--- config.mk ---
export PLATFORM = sky130hd
export DESIGN_NAME = onehot_grant_decoder_flat
export DESIGN_NICKNAME = d
export VERILOG_FILES = /design/src/rtl/onehot_dec_pkg.sv /design/src/rtl/onehot_grant_decoder_if.sv /design/src/rtl/onehot_dec.sv /design/src/rtl/onehot_grant_decoder.sv /design/src/flat_wrapper.sv
export SDC_FILE = /design/constraint.sdc
export NUM_CORES = 1
export LEC_CHECK = 0
export ABC_CLOCK_PERIOD_IN_PS = 2300
export BUFFER_PORTS_ARGS = -buffer_cell sky130_fd_sc_hd__buf_2
export CELL_PAD_IN_SITES_DETAIL_PLACEMENT = 1
export CELL_PAD_IN_SITES_GLOBAL_PLACEMENT = 1
export CORE_MARGIN = 2
export CORE_UTILIZATION = 39
export CTS_CLUSTER_DIAMETER = 200
export CTS_CLUSTER_SIZE = 25
export DETAILED_ROUTE_END_ITERATION = 10
export HOLD_SLACK_MARGIN = 0.05
export PLACE_DENSITY = 0.85
export SETUP_SLACK_MARGIN = 0.2
export SLEW_MARGIN = 20
export SYNTH_ARGS = -nofsm -noshare
export SYNTH_HDL_FRONTEND = slang
export SYNTH_SLANG_ARGS = --single-unit
--- constraint.sdc ---
create_clock -name clk -period 2.3 [get_ports clk]
set_input_delay 0.46 -clock clk [delete_from_list [all_inputs] [get_ports clk]]
set_output_delay 0.46 -clock clk [all_outputs]
set_load 0.01 [all_outputs]
--- src/rtl/onehot_dec_pkg.sv ---
// -----------------------------------------------------------------------------
// onehot_dec_pkg
//   Shared types and constants for the one-hot grant decoder slice.
//   - state_t  : controller states (IDLE / GRANT / GAP)
//   - DEF_N    : default number of grant lines
//   - DEF_HOLD : default maximum grant length without acknowledge
//   - safe_w() : $clog2 that never returns 0, for use as a vector width
// -----------------------------------------------------------------------------
package onehot_dec_pkg;

  localparam int unsigned DEF_N    = 8;
  localparam int unsigned DEF_HOLD = 4;

  typedef enum logic [1:0] {
    IDLE  = 2'd0,
    GRANT = 2'd1,
    GAP   = 2'd2
  } state_t;

  // Width needed to index/count v distinct values; at least one bit so that
  // degenerate parameter values still produce legal vectors.
  function automatic int unsigned safe_w(input int unsigned v);
    return (v <= 1) ? 1 : $clog2(v);
  endfunction

endpackage

--- src/rtl/onehot_grant_decoder_if.sv ---
// -----------------------------------------------------------------------------
// onehot_grant_decoder_if
//   Bundles the request handshake and grant-side signals of the one-hot grant
//   decoder.
//   Parameters: N - number of grant lines (index width derived from it)
//   Signals:
//     in_valid    request present            (master -> slave)
//     in_ready    decoder can accept         (slave  -> master)
//     in_idx      encoded index              (master -> slave)
//     in_f        encoder any-active flag    (master -> slave)
//     out_onehot  registered one-hot grant   (slave  -> master)
//     out_ack     target releases grant      (master -> slave)
//     out_empty   empty-request pulse        (slave  -> master)
//     out_timeout hold-expiry pulse          (slave  -> master)
//     err         sticky out-of-range flag   (slave  -> master)
//   Modports: master (arbiter/target side), slave (decoder side).
// -----------------------------------------------------------------------------
interface onehot_grant_decoder_if #(
  parameter int unsigned N = onehot_dec_pkg::DEF_N
);

  localparam int unsigned IW = onehot_dec_pkg::safe_w(N);

  logic          in_valid;
  logic          in_ready;
  logic [IW-1:0] in_idx;
  logic          in_f;
  logic [N-1:0]  out_onehot;
  logic          out_ack;
  logic          out_empty;
  logic          out_timeout;
  logic          err;

  modport master (
    output in_valid,
    output in_idx,
    output in_f,
    output out_ack,
    input  in_ready,
    input  out_onehot,
    input  out_empty,
    input  out_timeout,
    input  err
  );

  modport slave (
    input  in_valid,
    input  in_idx,
    input  in_f,
    input  out_ack,
    output in_ready,
    output out_onehot,
    output out_empty,
    output out_timeout,
    output err
  );

endinterface

--- src/rtl/onehot_dec.sv ---
// -----------------------------------------------------------------------------
// onehot_dec
//   Purely combinational index-to-one-hot decoder.
//   Ports:
//     i_idx    [IW-1:0] encoded index
//     i_en              enable; 0 forces an all-zero result
//     o_onehot [N-1:0]  one-hot result; all zero when disabled or i_idx >= N
//   Parameters: N (grant lines), IW (index width).
// -----------------------------------------------------------------------------
module onehot_dec #(
  parameter int unsigned N  = 8,
  parameter int unsigned IW = 3
) (
  input  logic [IW-1:0] i_idx,
  input  logic          i_en,
  output logic [N-1:0]  o_onehot
);

  // Only indices 0..N-1 have a matching line, so an out-of-range index
  // naturally decodes to zero; callers use that to detect range errors.
  always_comb begin
    o_onehot = '0;
    for (int unsigned i = 0; i < N; i++) begin
      if (i_en && (i_idx == IW'(i))) begin
        o_onehot[i] = 1'b1;
      end
    end
  end

endmodule

--- src/rtl/onehot_grant_decoder.sv ---
// -----------------------------------------------------------------------------
// onehot_grant_decoder
//   Accepts an encoded index + any-active flag over a valid/ready handshake and
//   drives the matching registered one-hot grant line. The grant is held until
//   out_ack is sampled or HOLD cycles elapse, then a single all-zero GAP cycle
//   separates it from the next grant.
//
//   Ports:
//     clk    clock, all logic on the rising edge
//     rst_n  synchronous active-low reset
//     bus    onehot_grant_decoder_if.slave (handshake, grant, status pulses)
//   Parameters:
//     N    number of grant lines (>= 2)
//     HOLD maximum grant cycles without ack (>= 1)
//
//   Build option ONEHOT_RANGE_CHECK_EN:
//     defined   - in_f=1 with in_idx >= N is dropped and sets sticky err
//     undefined - such a request is treated like in_f=0; err is tied low
// -----------------------------------------------------------------------------
module onehot_grant_decoder
  import onehot_dec_pkg::*;
#(
  parameter int unsigned N    = DEF_N,
  parameter int unsigned HOLD = DEF_HOLD
) (
  input logic                   clk,
  input logic                   rst_n,
  onehot_grant_decoder_if.slave bus
);

  localparam int unsigned   IW        = safe_w(N);
  localparam int unsigned   CW        = safe_w(HOLD + 1);
  localparam logic [CW-1:0] HOLD_LOAD = CW'(HOLD - 1);

  state_t        r_state;
  state_t        w_state_nxt;
  logic [CW-1:0] r_cnt;
  logic [CW-1:0] w_cnt_nxt;
  logic [N-1:0]  r_onehot;
  logic [N-1:0]  w_onehot_nxt;
  logic [N-1:0]  w_dec;
  logic          r_empty;
  logic          w_empty_nxt;
  logic          r_timeout;
  logic          w_timeout_nxt;

  logic          w_accept;
  logic          w_req_hit;
  logic          w_drop;
  logic          w_grant_end;

  // ---------------------------------------------------------------------------
  // Index decode: a non-zero result means "valid in-range request".
  // ---------------------------------------------------------------------------
  onehot_dec #(
    .N  (N),
    .IW (IW)
  ) u_dec (
    .i_idx    (bus.in_idx),
    .i_en     (bus.in_f),
    .o_onehot (w_dec)
  );

  assign w_accept    = bus.in_valid && (r_state == IDLE);
  assign w_req_hit   = |w_dec;
  assign w_grant_end = bus.out_ack || (r_cnt == '0);

`ifdef ONEHOT_RANGE_CHECK_EN
  // in_f=1 that decodes to nothing is an out-of-range index: drop it silently.
  assign w_drop = bus.in_f && !w_req_hit;
`else
  assign w_drop = 1'b0;
`endif

  // ---------------------------------------------------------------------------
  // State register (also holds the registered outputs).
  // ---------------------------------------------------------------------------
  always_ff @(posedge clk) begin
    if (!rst_n) begin
      r_state   <= IDLE;
      r_cnt     <= '0;
      r_onehot  <= '0;
      r_empty   <= 1'b0;
      r_timeout <= 1'b0;
    end else begin
      r_state   <= w_state_nxt;
      r_cnt     <= w_cnt_nxt;
      r_onehot  <= w_onehot_nxt;
      r_empty   <= w_empty_nxt;
      r_timeout <= w_timeout_nxt;
    end
  end

  // ---------------------------------------------------------------------------
  // Next-state logic. The hold counter is loaded with HOLD-1 on acceptance so
  // that a count of zero marks the last permitted grant cycle.
  // ---------------------------------------------------------------------------
  always_comb begin
    w_state_nxt = r_state;
    w_cnt_nxt   = r_cnt;
    unique case (r_state)
      IDLE: begin
        if (w_accept && w_req_hit) begin
          w_state_nxt = GRANT;
          w_cnt_nxt   = HOLD_LOAD;
        end
      end
      GRANT: begin
        if (w_grant_end) begin
          w_state_nxt = GAP;
          w_cnt_nxt   = '0;
        end else begin
          w_cnt_nxt   = r_cnt - CW'(1);
        end
      end
      GAP: begin
        w_state_nxt = IDLE;
      end
      default: begin
        w_state_nxt = IDLE;
        w_cnt_nxt   = '0;
      end
    endcase
  end

  // ---------------------------------------------------------------------------
  // Output logic: next values of the registered outputs.
  // Ack has priority over expiry, so an ack in the last hold cycle yields no
  // timeout pulse.
  // ---------------------------------------------------------------------------
  always_comb begin
    w_onehot_nxt  = r_onehot;
    w_empty_nxt   = 1'b0;
    w_timeout_nxt = 1'b0;
    unique case (r_state)
      IDLE: begin
        w_onehot_nxt = '0;
        if (w_accept) begin
          if (w_req_hit) begin
            w_onehot_nxt = w_dec;
          end else if (!w_drop) begin
            w_empty_nxt  = 1'b1;
          end
        end
      end
      GRANT: begin
        if (w_grant_end) begin
          w_onehot_nxt  = '0;
          w_timeout_nxt = !bus.out_ack;
        end
      end
      GAP: begin
        w_onehot_nxt = '0;
      end
      default: begin
        w_onehot_nxt = '0;
      end
    endcase
  end

  // ---------------------------------------------------------------------------
  // Sticky range error.
  // ---------------------------------------------------------------------------
`ifdef ONEHOT_RANGE_CHECK_EN
  logic r_err;

  always_ff @(posedge clk) begin
    if (!rst_n) begin
      r_err <= 1'b0;
    end else if (w_accept && w_drop) begin
      r_err <= 1'b1;
    end
  end

  assign bus.err = r_err;
`else
  assign bus.err = 1'b0;
`endif

  assign bus.in_ready    = (r_state == IDLE);
  assign bus.out_onehot  = r_onehot;
  assign bus.out_empty   = r_empty;
  assign bus.out_timeout = r_timeout;

  // The grant bus must never carry more than one active line.
  a_onehot0 : assert property (@(posedge clk) disable iff (!rst_n) $onehot0(r_onehot));

endmodule

--- src/flat_wrapper.sv ---
// flat-port wrapper written by rule: the top's interface ports become plain ports
module onehot_grant_decoder_flat import onehot_dec_pkg::*;
#(
  parameter int unsigned N    = DEF_N,
  parameter int unsigned HOLD = DEF_HOLD
)
  (clk, rst_n, bus_in_valid, bus_in_idx, bus_in_f, bus_out_ack, bus_in_ready, bus_out_onehot, bus_out_empty, bus_out_timeout, bus_err);
  onehot_grant_decoder_if #(.N(N)) bus_i ();
  input logic clk;
  input logic rst_n;
  input wire logic [$bits(bus_i.in_valid)-1:0] bus_in_valid;
  input wire logic [$bits(bus_i.in_idx)-1:0] bus_in_idx;
  input wire logic [$bits(bus_i.in_f)-1:0] bus_in_f;
  input wire logic [$bits(bus_i.out_ack)-1:0] bus_out_ack;
  output wire logic [$bits(bus_i.in_ready)-1:0] bus_in_ready;
  output wire logic [$bits(bus_i.out_onehot)-1:0] bus_out_onehot;
  output wire logic [$bits(bus_i.out_empty)-1:0] bus_out_empty;
  output wire logic [$bits(bus_i.out_timeout)-1:0] bus_out_timeout;
  output wire logic [$bits(bus_i.err)-1:0] bus_err;
  assign bus_i.in_valid = bus_in_valid;
  assign bus_i.in_idx = bus_in_idx;
  assign bus_i.in_f = bus_in_f;
  assign bus_i.out_ack = bus_out_ack;
  assign bus_in_ready = bus_i.in_ready;
  assign bus_out_onehot = bus_i.out_onehot;
  assign bus_out_empty = bus_i.out_empty;
  assign bus_out_timeout = bus_i.out_timeout;
  assign bus_err = bus_i.err;
  onehot_grant_decoder #(.N(N), .HOLD(HOLD)) u_core (.clk(clk), .rst_n(rst_n), .bus(bus_i));
endmodule
==> Word level (Yosys, flattened, before mapping) <==
Cells that the tools add are included.
{ "word_totals": {"register_bits": 15, "in_bits": 8, "out_inout_bits": 12, "word_cells": 57} }
{ "op_classes": {"addsub": 1, "n_eq_ne": 11, "n_mux": 19, "bitwise": 1, "n_reduce_logical": 20} }
{ "op_table": {"columns": ["cell", "count"], "rows": [
  ["$mux 8", 3],
  ["$pmux 8 s2", 1],
  ["$eq 3x3->1 const B", 4],
  ["$logic_and 1x1->1", 10],
  ["$mux 1", 9],
  ["$pmux 3 s3", 1],
  ["$reduce_or 8->1", 1],
  ["$eq 3x2->1 const B", 2],
  ["$logic_not 3->1", 2],
  ["$mux 3", 2],
  ["$reduce_and 3->1", 2],
  ["$mux 2", 2],
  ["$ne 2x1->1 const B", 2],
  ["$pmux 2 s2", 1],
  ["$reduce_and 2->1", 2],
  ["$eq 3x1->1 const B", 1],
  ["$sub 3x1->3 const B", 1],
  ["$eq 2x1->1 const B", 1],
  ["$eq 2x2->1 const B", 1],
  ["$logic_not 2->1", 1],
  ["$logic_not 1->1", 1],
  ["$logic_or 1x1->1", 1],
  ["$not 1->1", 1]
]} }

==> Logic depth before layout (Yosys ltp) <==
{ "depth": {"word_depth": 7, "depth_mapped": 6, "depth_no_buf": 5} }

==> Modules after synthesis <==
Synthesis repeated with hierarchy kept, for this count alone.
{ "unflattened": {"cells_unflattened": 77, "area_unflattened_um2": 748.2} }
{ "modules_own_cells": {"columns": ["module", "n_inst", "cells_each", "area_each_um2", "seq_area_each_um2"], "rows": [
  ["onehot_grant_decoder", 1, 69, 651.9, 300.3],
  ["onehot_dec", 1, 8, 96.3, 0.0]
]} }

==> Worst setup path before layout <==
OpenSTA, ideal clock, no wires.
{ "synth_timing": {"path_kind": "flip-flop to flip-flop", "start": "register u_core.r_cnt[0]", "end": "register u_core.r_onehot[1] (netlist: u_core.bus.out_onehot[1])", "setup_ns": 0.058, "arrival_ns": 1.274, "required_time_ns": 2.242, "path_slack_ns": 0.968, "path_stages_with_launch": 7, "path_buffers": 1, "synth_period_minus_slack_ns": 1.332, "cell_sequence": "dfxtp_1 > inv_1 > ha_1 > nor2b_1 > buf_2 > nor4b_1 > o21a_1"} }
{ "synth_via": {"elab_chain_cells": 3} }
{ "synth_lines": {"columns": ["element", "line_no", "rtl"], "rows": [
  ["start: declaration", "onehot_grant_decoder.sv:37", "logic [CW-1:0] r_cnt;"],
  ["start signal: assignment", "onehot_grant_decoder.sv:87", "r_cnt <= w_cnt_nxt;"],
  ["$logic_not 3->1", "onehot_grant_decoder.sv:66", "assign w_grant_end = bus.out_ack || (r_cnt == '0);"],
  ["$logic_or 1x1->1", "onehot_grant_decoder.sv:66", null],
  ["$ne 2x1->1 (no source line)", null, null],
  ["end signal: assignment", "onehot_grant_decoder.sv:88", "r_onehot <= w_onehot_nxt;"],
  ["end: declaration", "onehot_grant_decoder.sv:39", "logic [N-1:0] r_onehot;"]
]} }
No other way between the ends.
A chain may end at the register's enable or synchronous reset.

==> Worst setup path in the final report <==
{ "layout_timing": {"start": "register u_core.r_cnt[0]", "end": "register u_core.r_onehot[7] (netlist: u_core.bus.out_onehot[7])"} }
Same word-level chain as after synthesis.

==> impl_metrics.csv <==
group,metric,value,unit
global_routing,grtUsageTotal,0.182,
worst_setup_path,critical_path_buf_inv_count,2,
global_routing,grt_pass1_wl,2750,um
worst_setup_path,cp.depth,6,
worst_setup_path,worstSetupEndpoint,"u_core.bus.out_onehot[7]$_SDFFE_PN0P_",
worst_setup_path,r2r_setup_slack,790,ps
final_layout,fin_nets,106,
worst_setup_path,critPathLaunchType,"flop",
timing,fmax,660,MHz
floorplan,initial_core_util,0.419,
cts,clk_latency,280,ps
synthesis,synth_area_per_cell,9.38,um^2
detailed_routing,ant_nets,0,
timing,drv_slew,0,
cts,clk_path_buf_depth,2,
pwr,power_density,583,nW/um^2
floorplan,design.core.area,1750,um^2
pwr,pwr-share-clk,0.301,
placement,dp_hpwl,1220,um
cts,cts_tree,"yes",
detailed_routing,drt-pass1-iter-count,4,
cts,clock_sinks,15,
synthesis,synth.area.mux_share,0,
pwr,swShare,0.275,
floorplan,dieWidth,47.3,um
worst_setup_path,path_cells,"inv_1, ha_1, nor2b_1, buf_4, nor4b_1, o21a_1",
pwr,p_comb_frac,0.156,
worst_setup_path,worstReg2RegEnd,"u_core.bus.out_onehot[7]$_SDFFE_PN0P_",
cts,post_cts_resized,0,
min_path,worstHoldPathType,"primary input to flop",
detailed_routing,wire_per_inst,14.6,um
cts,htree_levels,1,
worst_setup_path,worstReg2RegStart,"u_core.r_cnt[0]$_SDFFE_PN0P_",
placement,gp_congestion,0.673,
synthesis,synth_nets,88,
synthesis,ys_ff_latch,15,
timing,fin_crit,1510,ps
worst_setup_path,cp_top_family,"simple AND/OR/NAND/NOR gates",
worst_setup_path,required,2530,ps
floorplan,design.die.area,2240,um^2
worst_setup_path,endpoint_kind,"flop",
status,status,"completed",
global_routing,grt_pass1_vias,636,
floorplan,die_h,47.3,um
cts,clk_pin_slew_worst_paths,90,ps
job,drv_cap,0,
placement,portBuffers,18,
timing,rsz0062_at_grt,"no",
synthesis,synthSimpleGateAreaFrac,0.333,
final_layout,nFillCells,227,
timing,clock-skew-final,0.774,ps
timing,period_share,0.659,
final_layout,drive_above_1_share,0.242,
synthesis,ys_types,26,
timing,finalHoldViolCount,0,
synthesis,ys_seq_area_frac,0.410,
synthesis,synth_compound_area_frac,0.156,
floorplan,pin_count,20,
pwr,cellInternalPower,362,uW
final_layout,area_growth,17.1,%
timing,slew_headroom,0.646,
synthesis,ys_warn_count,0,
placement,placed_area,831,um^2
synthesis,syn_area,732,um^2
timing,setup_viol,0,
synthesis,synthAdderAreaFrac,0.0342,
detailed_routing,drt_iter0_markers,6,
synthesis,synth_top_family_by_area,"simple AND/OR/NAND/NOR gates",
worst_setup_path,crit_path_max_fanout,13,
floorplan,num_rows,15,
detailed_routing,vias,662,
timing,fin_tns_setup,0,ps
worst_setup_path,worstSetupPathType,"flop to flop",
cts,postCtsSetupBuffers,0,
pwr,switching_power,137,uW
final_layout,diodes,0,
pwr,seqPwrFrac,0.543,
synthesis,synthCells,78,
synthesis,synthXorXnorAreaFrac,0,
worst_setup_path,critPathLaunch,"u_core.r_cnt[0]$_SDFFE_PN0P_",
worst_setup_path,rr_worst_depth,6,
global_routing,gr-total-overflow,0,
timing,tightestPinTransition,524,ps
worst_setup_path,slowest_delay,350,ps
cts,numCtsBuffers,3,
cts,cts-root-buf,"clkbuf_4",
worst_setup_path,arrival,1750,ps
global_routing,antenna_found_initial,0,
pwr,p_leak,0.000341,uW
detailed_routing,routed_via_density,5.52,
final_layout,final_cell_area,857,um^2
detailed_routing,post-route-drc-count,0,
timing,hold_ws,368,ps
global_routing,grt_max_degree,15,
cts,ctsHoldBuffers,0,
detailed_routing,wl,1750,um
worst_setup_path,worst_path_max_delay_cell,"nor4b_1",
pwr,max-vdd-ir-drop,391,uV
cell usage in the layout (no fill, tap or decap), drive strengths merged:
cell,n
nor4bb,1
nor2b,1
o21ai,2
and4b,2
o2111ai,1
ha,2
nand2b,1
dfxtp,15
inv,4
nand2,2
a21oi,1
nor4,3
nor3b,2
o31ai,1
nand4bb,1
nand3,2
nor3,2
nand3b,1
buf,19
o21a,11
nor4b,11
nor2,5
clkbuf,4
conb,1
routing by layer:
metal  part of all wire  up-vias  track usage
li1                   -      321            -
met4             0.0074        0       0.0500
met3              0.043        2       0.0692
met1               0.44      326        0.189
met5                  0        -            0
met2               0.51       13        0.338
cell families after synthesis:
kind of cell / Yosys count
buffers and inverters: 10
AND/OR/NAND/NOR: 34
adder cells (fa/ha/maj): 2
flip-flops: 15
other: 1
AO/OA/AOI/OAI: 16
synth_stat cells, drive strengths merged:
cell	n	area, um^2
dfxtp	15	300
nor4b	11	103
o21a	11	82.6
nor2	5	18.8
buf	4	22.5
inv	4	15.0
nor4	3	18.8
and4b	2	20.0
clkbuf	2	7.51
ha	2	25.0
nand2	2	7.51
nand3	2	10.0
nor3	2	10.0
nor3b	2	15.0
o21ai	2	10.0
a21oi	1	5.00
conb	1	3.75
nand2b	1	6.26
nand3b	1	7.51
nand4bb	1	11.3
nor2b	1	6.26
nor4bb	1	10.0
o2111ai	1	8.76
o31ai	1	7.51
power by group through the flow:
stage	Combinational (uW)	Sequential [uW]	Clock [uW]
after CTS	78.8	271	164
after global routing	87.1	272	169
final	78.0	271	150
after floorplan	48.8	277	0
after global placement	75.0	277	0
after detailed placement	78.9	277	0
worst min-delay path by stage:
stage,startpoint,end,cells after the start
after CTS,bus_in_f,u_core.bus.out_empty$_SDFF_PN0_,2
after detailed placement,u_core.r_cnt[2]$_SDFFE_PN0P_,u_core.r_cnt[2]$_SDFFE_PN0P_,2
final,bus_in_f,u_core.bus.out_empty$_SDFF_PN0_,2
after floorplan,u_core.r_cnt[2]$_SDFFE_PN0P_,u_core.r_cnt[2]$_SDFFE_PN0P_,2
after global routing,bus_in_f,u_core.bus.out_empty$_SDFF_PN0_,2
after global placement,u_core.r_cnt[2]$_SDFFE_PN0P_,u_core.r_cnt[2]$_SDFFE_PN0P_,2
registers in the layout, summed over array words and instances (netlist names):
register and cells:
u_core.r_state 2, u_core.bus.out_timeout 1, u_core.bus.out_empty 1, u_core.bus.out_onehot 8, u_core.r_cnt 3
per-stage QoR:
stage / cells / setup WS [ps] / power, uW / util
after floorplan: 78 / 968 / 326 / -
after global routing: 120 / 637 / 529 / 0.491
final: 120 / 785 / 500 / 0.491
after CTS: 120 / 770 / 514 / 0.491
after detailed placement: 116 / 783 / 356 / 0.476
after global placement: 116 / 851 / 352 / 0.476
final cells by class:
cell class | instances | area [um^2] | area share
inverter | 4 | 15.0 | 0.0175
tap | 25 | 31.3 | 0.0365
sequential | 15 | 300 | 0.350
timing repair buffer | 19 | 97.6 | 0.114
clock buffer | 4 | 26.3 | 0.0307
multi-input combinational | 53 | 387 | 0.451
Power figures use the tool's default switching activity.
